File: config.mk
export PLATFORM = sky130hd
export DESIGN_NAME = nrzi_destuff_rx_flat
export DESIGN_NICKNAME = d
export VERILOG_FILES = /design/src/rtl/nrzi_destuff_rx_if.sv /design/src/rtl/nrzi_destuff_rx.sv /design/src/flat_wrapper.sv
export SDC_FILE = /design/constraint.sdc
export NUM_CORES = 1
export LEC_CHECK = 0
export ABC_AREA = 1
export BUFFER_PORTS_ARGS = -buffer_cell sky130_fd_sc_hd__buf_2
export CAP_MARGIN = 20
export CELL_PAD_IN_SITES_DETAIL_PLACEMENT = 1
export CELL_PAD_IN_SITES_GLOBAL_PLACEMENT = 1
export CORE_MARGIN = 2
export CORE_UTILIZATION = 30
export DETAILED_ROUTE_END_ITERATION = 10
export HOLD_SLACK_MARGIN = 0.1
export PLACE_DENSITY_LB_ADDON = 0.1
export SETUP_SLACK_MARGIN = 0.2
export SLEW_MARGIN = 20
export SYNTH_ARGS = -nofsm -noshare
export SYNTH_HDL_FRONTEND = slang
export SYNTH_SLANG_ARGS = --single-unit
File: constraint.sdc
create_clock -name clk -period 4 [get_ports clk]
set_input_delay 0.2 -clock clk [delete_from_list [all_inputs] [get_ports clk]]
set_output_delay 0.2 -clock clk [all_outputs]
set_load 0.03 [all_outputs]
File: src/rtl/nrzi_destuff_rx_if.sv
// Line-side sample inputs and byte-side outputs of the NRZI de-stuffing receiver.
interface nrzi_destuff_rx_if;
    logic       in_valid;
    logic       nrzi_in;
    logic       sync;
    logic [7:0] out_data;
    logic       out_valid;
    logic       stuff_err;

    // Sample source (line front end / testbench).
    modport master (
        output in_valid, nrzi_in, sync,
        input  out_data, out_valid, stuff_err
    );

    // Receiver.
    modport slave (
        input  in_valid, nrzi_in, sync,
        output out_data, out_valid, stuff_err
    );
endinterface

File: src/rtl/nrzi_destuff_rx.sv
// NRZI decoder with bit de-stuffing and LSB-first byte assembly.
// Each accepted sample decodes to one bit: a line transition is a 1, and no
// transition is a 0. After STUFF_LEN consecutive 1s, the next bit must be a
// stuffed 0. That bit is dropped. A 1 in that position is a stuffing error.
module nrzi_destuff_rx #(
    parameter int STUFF_LEN = 6
) (
    input  logic              clk,
    input  logic              rst,
    nrzi_destuff_rx_if.slave  bus
);

    typedef enum logic {
        ST_DATA  = 1'b0,
        ST_STUFF = 1'b1
    } state_t;

    localparam logic [2:0] RUN_MAX = 3'(STUFF_LEN);

    state_t     state_q,      state_d;
    logic       prev_level_q, prev_level_d;
    logic [2:0] bit_cnt_q,    bit_cnt_d;
    logic [2:0] run_cnt_q,    run_cnt_d;
    logic [7:0] byte_q,       byte_d;
    logic [7:0] out_data_q,   out_data_d;
    logic       out_valid_q,  out_valid_d;
    logic       stuff_err_q,  stuff_err_d;

    logic       dec_bit;
    logic [7:0] byte_full;

    assign dec_bit = bus.nrzi_in ^ prev_level_q;

    // Next-state logic: sync beats in_valid, and a cleared in_valid freezes everything.
    always_comb begin
        state_d      = state_q;
        prev_level_d = prev_level_q;
        bit_cnt_d    = bit_cnt_q;
        run_cnt_d    = run_cnt_q;
        byte_d       = byte_q;
        out_data_d   = out_data_q;
        out_valid_d  = 1'b0;
        stuff_err_d  = 1'b0;
        byte_full    = byte_q;
        byte_full[bit_cnt_q] = dec_bit;

        if (bus.sync) begin
            // Realign the frame. The line level seen on this sample is ignored.
            state_d   = ST_DATA;
            bit_cnt_d = 3'd0;
            run_cnt_d = 3'd0;
            byte_d    = 8'h00;
        end else if (bus.in_valid) begin
            prev_level_d = bus.nrzi_in;
            if (state_q == ST_STUFF) begin
                // The stuffed position never carries data. A 1 here breaks the frame.
                state_d = ST_DATA;
                if (dec_bit) begin
                    stuff_err_d = 1'b1;
                    bit_cnt_d   = 3'd0;
                    run_cnt_d   = 3'd0;
                    byte_d      = 8'h00;
                end
            end else begin
                byte_d    = byte_full;
                bit_cnt_d = bit_cnt_q + 3'd1;
                if (bit_cnt_q == 3'd7) begin
                    out_data_d  = byte_full;
                    out_valid_d = 1'b1;
                    byte_d      = 8'h00;
                end
                // Counting the run is independent of the byte boundary. A run can complete on bit 7.
                if (dec_bit) begin
                    if (run_cnt_q + 3'd1 == RUN_MAX) begin
                        run_cnt_d = 3'd0;
                        state_d   = ST_STUFF;
                    end else begin
                        run_cnt_d = run_cnt_q + 3'd1;
                    end
                end else begin
                    run_cnt_d = 3'd0;
                end
            end
        end
    end

    // State and registered outputs. Reset has priority over everything else.
    always_ff @(posedge clk) begin
        if (rst) begin
            state_q      <= ST_DATA;
            prev_level_q <= 1'b0;
            bit_cnt_q    <= 3'd0;
            run_cnt_q    <= 3'd0;
            byte_q       <= 8'h00;
            out_data_q   <= 8'h00;
            out_valid_q  <= 1'b0;
            stuff_err_q  <= 1'b0;
        end else begin
            state_q      <= state_d;
            prev_level_q <= prev_level_d;
            bit_cnt_q    <= bit_cnt_d;
            run_cnt_q    <= run_cnt_d;
            byte_q       <= byte_d;
            out_data_q   <= out_data_d;
            out_valid_q  <= out_valid_d;
            stuff_err_q  <= stuff_err_d;
        end
    end

    assign bus.out_data  = out_data_q;
    assign bus.out_valid = out_valid_q;
    assign bus.stuff_err = stuff_err_q;

endmodule

File: src/flat_wrapper.sv
// flat-port wrapper written by rule: the top's interface ports become plain ports
module nrzi_destuff_rx_flat 
#(
    parameter int STUFF_LEN = 6
)
  (clk, rst, bus_in_valid, bus_nrzi_in, bus_sync, bus_out_data, bus_out_valid, bus_stuff_err);
  nrzi_destuff_rx_if bus_i ();
  input  logic clk;
  input  logic rst;
  input wire logic [$bits(bus_i.in_valid)-1:0] bus_in_valid;
  input wire logic [$bits(bus_i.nrzi_in)-1:0] bus_nrzi_in;
  input wire logic [$bits(bus_i.sync)-1:0] bus_sync;
  output wire logic [$bits(bus_i.out_data)-1:0] bus_out_data;
  output wire logic [$bits(bus_i.out_valid)-1:0] bus_out_valid;
  output wire logic [$bits(bus_i.stuff_err)-1:0] bus_stuff_err;
  assign bus_i.in_valid = bus_in_valid;
  assign bus_i.nrzi_in = bus_nrzi_in;
  assign bus_i.sync = bus_sync;
  assign bus_out_data = bus_i.out_data;
  assign bus_out_valid = bus_i.out_valid;
  assign bus_stuff_err = bus_i.stuff_err;
  nrzi_destuff_rx #(.STUFF_LEN(STUFF_LEN)) u_core (.clk(clk), .rst(rst), .bus(bus_i));
endmodule
-- Word-level counts from Yosys, hierarchy flattened
Index checks and enable logic that the tools add are counted.
- register bits after elaboration: 26
- latch bits: 0
- RAM bits: 0
- bits in read-only memories: 0
- input port bits: 5
- output and inout port bits: 10
- word-level logic and storage cells: 42
- memories: 0
- add/sub/neg operators: 2
- multiply operators: 0
- div/mod/pow operators: 0
- order comparisons: 2
- equality and inequality tests: 3
- shift-type cells: 0
- mux-type cells: 16
- bitwise gates (word level): 4
- reductions and logical operators: 7
- operators by type and width (kind ; number):
    two-way mux 8 bit ; 3
    two-way mux 3 bit ; 5
    bitwise mux 8 bit ; 1
    OR reduction 4 bit ; 2
    adder 3 x 1 -> 3 bit (second input constant) ; 2
    equality test 3 bit (second input constant) ; 2
    two-way mux 1 bit ; 6
    < comparator 3 x 4 -> 1 bit (second input constant) ; 1
    AND reduction 2 bit ; 2
    AND reduction 4 bit ; 1
    demux 1 bit (select 3 bit) ; 1
    >= comparator 3 x 1 -> 1 bit (second input constant) ; 1
    inverter 1 bit ; 3
    inequality test 2 bit (second input constant) ; 1
    OR reduction 2 bit ; 1
    logical AND 1 bit ; 1
    bitwise XOR 1 bit ; 1

-- Depth between registers and ports, before layout
- depth after elaboration: 7
- mapped depth: 9

-- Worst setup path before layout
No wires, ideal clock.
- path type: register -> register
- start: register u_core.bit_cnt_q[1]
- end: register u_core.out_data_q[5], in the netlist u_core.bus.out_data[5]
- library setup time: 0.109 ns
- data arrival time: 1.310 ns
- required time: 3.891 ns
- path slack: 2.581 ns
- stages on the path, launching flop included: 10
- path buffers: 1
- clock period less this slack: 1.419 ns
- cell sequence: dfxtp_1 -> ha_1 -> ha_1 -> nand2_1 -> nor2_8 -> buf_8 -> nor2_2 -> nor2_2 -> nand2_1 -> inv_1
- cells in the longest elaborated chain, start to end: 5
- ends and longest elaborated chain (item ; RTL line ; source):
    start: declaration ; nrzi_destuff_rx.sv:22 ; logic [2:0] bit_cnt_q, bit_cnt_d;
    start signal: assignment ; nrzi_destuff_rx.sv:101 ; bit_cnt_q <= bit_cnt_d;
    < comparator 3 x 4 -> 1 bit (not written as such) / >= comparator 3 x 1 -> 1 bit (equally long branches) ; nrzi_destuff_rx.sv:45 ; byte_full[bit_cnt_q] = dec_bit;
    logical AND 1 bit (not written as such) ; nrzi_destuff_rx.sv:45 ;
    two-way mux 1 bit (not written as such) ; nrzi_destuff_rx.sv:45 ;
    demux 1 bit (select 3 bit) ; n/a ;
    bitwise mux 8 bit ; nrzi_destuff_rx.sv:45 ;
    end signal: assignment ; nrzi_destuff_rx.sv:104 ; out_data_q <= out_data_d;
    end: declaration ; nrzi_destuff_rx.sv:25 ; logic [7:0] out_data_q, out_data_d;
Parallel ways exist; a longest one is shown, timed or not.
A chain may end at the register's enable or synchronous reset.

-- Final worst setup path
- start: register u_core.bit_cnt_q[0]
- end: register u_core.out_data_q[7], in the netlist u_core.bus.out_data[7]
The elaborated chain is that of the path after synthesis.

==> metrics.cfg <==
[status]
status=complete, no violations

[global_routing]
use_met1_pct=18.4
grt_max_degree=20
antenna_found_initial=0
grt_use_met3_pct=1.69
busiest_layer=met2
met2_usage_pct=26.0
grt_use_total_pct=14.4
overflow=0
grt_pass1_vias=1349
grt_pass1_wl_microns=5960

[sta]
fmax_mhz=602
period_share_pct=41.5
setup_violations=0
fin_crit_ns=1.66
slew_violations=0
final-hold-violation-count=0
worst_slew_pin_slew_ns=0.647
skew_ns=0.00982
fin_tns_setup_ns=0
worst_slack_ns=2.34
max-slew-margin-rel_pct=56.7
hold_slack_ns=0.229
rsz0062_at_grt=false

[drt]
antenna_left=0
routed_wirelength_microns=3350
wl_per_cell_microns=12.4
drt_pass1_iterations=4
vias=1260
detail_route.drc_violations=0
drtIter0Drc=31
vias_per_cell=4.67

[synthesis]
yosysWarnings=0
synth_area_sq_um=1370
synthDistinctLibCells=20
avgSynthCellArea_sq_um=6.62
yosysSeqAreaShare_pct=38.0
syn-num-nets=216
synth_cells=207
synth_seq_cells=26

[final_layout]
final_common_cell=nand2_1
seq_area_sq_um=520
diodes=0
fillers=573
multi_input_area_sq_um=684
syn2layout_area_growth_pct=10.6
drive_gt1_share_pct=12.8
nNetsFinal=228
mostFrequentLayoutCells=nand2_1 (57), inv_1 (32), nand3_1 (30)

[die]
die_area_sq_um=5120
coreArea_sq_um=4380
fp.dieH_microns=71.6
start_util_pct=31.2
die_w_microns=71.6
top_level_ports=15
std_cell_rows=24

[worst_setup_path]
rr_startpoint=u_core.bit_cnt_q[0]
start_kind=flip-flop
r2r_cells=8
critical_path_class=reg2reg
worstSetupEndpointType=flip-flop
rrSetupSlack_ns=2.34
crit_path_end=u_core.bus.out_data[7]
crit_required_ns=4.22
critPathLaunch=u_core.bit_cnt_q[0]
arrival_ns=1.88
critical_path.max_fanout=16
r2r-end=u_core.bus.out_data[7]

[cts]
insertion_delay_ns=0.27
cts_buffers=3
cts.clk_slew.worst_paths_ns=0.09
cts_tree=done
clock_sinks=26
cts_root_buf=clkbuf_8
cts-resized-gates=0
postCtsSetupRepairBufs=0
h-tree-depth=1
hold_buffers=0
cts_buffer_depth=2

[worst_hold_path]
hp-class=in2reg
hp-start=bus_nrzi_in

[placement]
io_buffers=14
dp_hpwl_microns=2430
place_ws_ns=2.31
gp_congestion=0.803

[run]
drv_cap=0

[power_and_ir_drop]
peakVddDrop_uv=120
p_leak_nw=0.734
finalPower_mw=0.476
p_per_area_nw_per_um2=314

-- cell type report --
class,instances,area share (%)
Multi-Input combinational cell,142,45.2
Sequential cell,26,34.4
Inverter,32,7.93
Timing Repair Buffer,14,4.62
Tap cell,52,4.29
Clock buffer,4,3.63
-- cells in the mapped netlist, drive strengths merged --
library cell	count	area (sq um)
a211oi	1	7.51
a21oi	15	75.1
buf	5	37.5
clkbuf	2	7.51
dfxtp	26	521
ha	4	50.1
inv	32	120
nand2	59	231
nand3	30	150
nor2	26	126
nor3	2	10.0
o21bai	2	15.0
or2	3	18.8
-- worst max-delay path: stages (launching register included) --
cell and delay (ns):
dfxtp_1 0.56, ha_1 0.22, ha_1 0.19, nand2_1 0.15
nor2_8 0.24, nor2_1 0.08, nor2_1 0.09, nand2_1 0.06
inv_1 0.04
-- cells by family (layout without fill, tap and decap cells) --
logic type,Yosys count,after routing,synth area share (%)
fa+ha+maj,4,4,3.65
simple gates,120,120,39.2
flops,26,26,38.0
compound gates,18,18,7.12
buf+inv,39,50,12.1
-- sequential cells by signal, indices dropped and copies added (netlist names) --
| name | count |
|---|---|
| u_core.bit_cnt_q | 3 |
| u_core.bus.out_data | 8 |
| u_core.bus.out_valid | 1 |
| u_core.bus.stuff_err | 1 |
| u_core.byte_q | 8 |
| u_core.prev_level_q | 1 |
| u_core.run_cnt_q | 3 |
| u_core.state_q | 1 |
-- metrics by stage --
step	instances	cell area [sq um]	utilization [%]
finish	270	1520	34.6
global route	270	1520	34.6
CTS	270	1520	34.6
detailed placement	266	1460	33.3
global placement	266	1460	33.3
floorplan	207	1370	-
-- power by group --
| part | switching [mW] | internal, mW | total, mW |
|---|---|---|---|
| logic | 0.0287 | 0.00976 | 0.0385 |
| registers | 0.00313 | 0.261 | 0.264 |
| clock network | 0.0856 | 0.0880 | 0.174 |
| total | 0.117 | 0.359 | 0.476 |
-- per-layer routing --
layer / vias up / routed length, microns
met5: - / 0
met4: 0 / 20
met3: 2 / 62
met2: 8 / 1600
met1: 586 / 1670
li1: 664 / -
-- worst min-delay path by stage --
stage                                to  slack, ns  cells after the start
finish              u_core.prev_level_q       0.23                      3
global route        u_core.prev_level_q       0.26                      3
CTS                 u_core.prev_level_q       0.22                      3
detailed placement     u_core.byte_q[6]       0.48                      2
global placement    u_core.prev_level_q       0.46                      2
floorplan           u_core.prev_level_q       0.37                      2
Power figures use the tool's default switching activity.
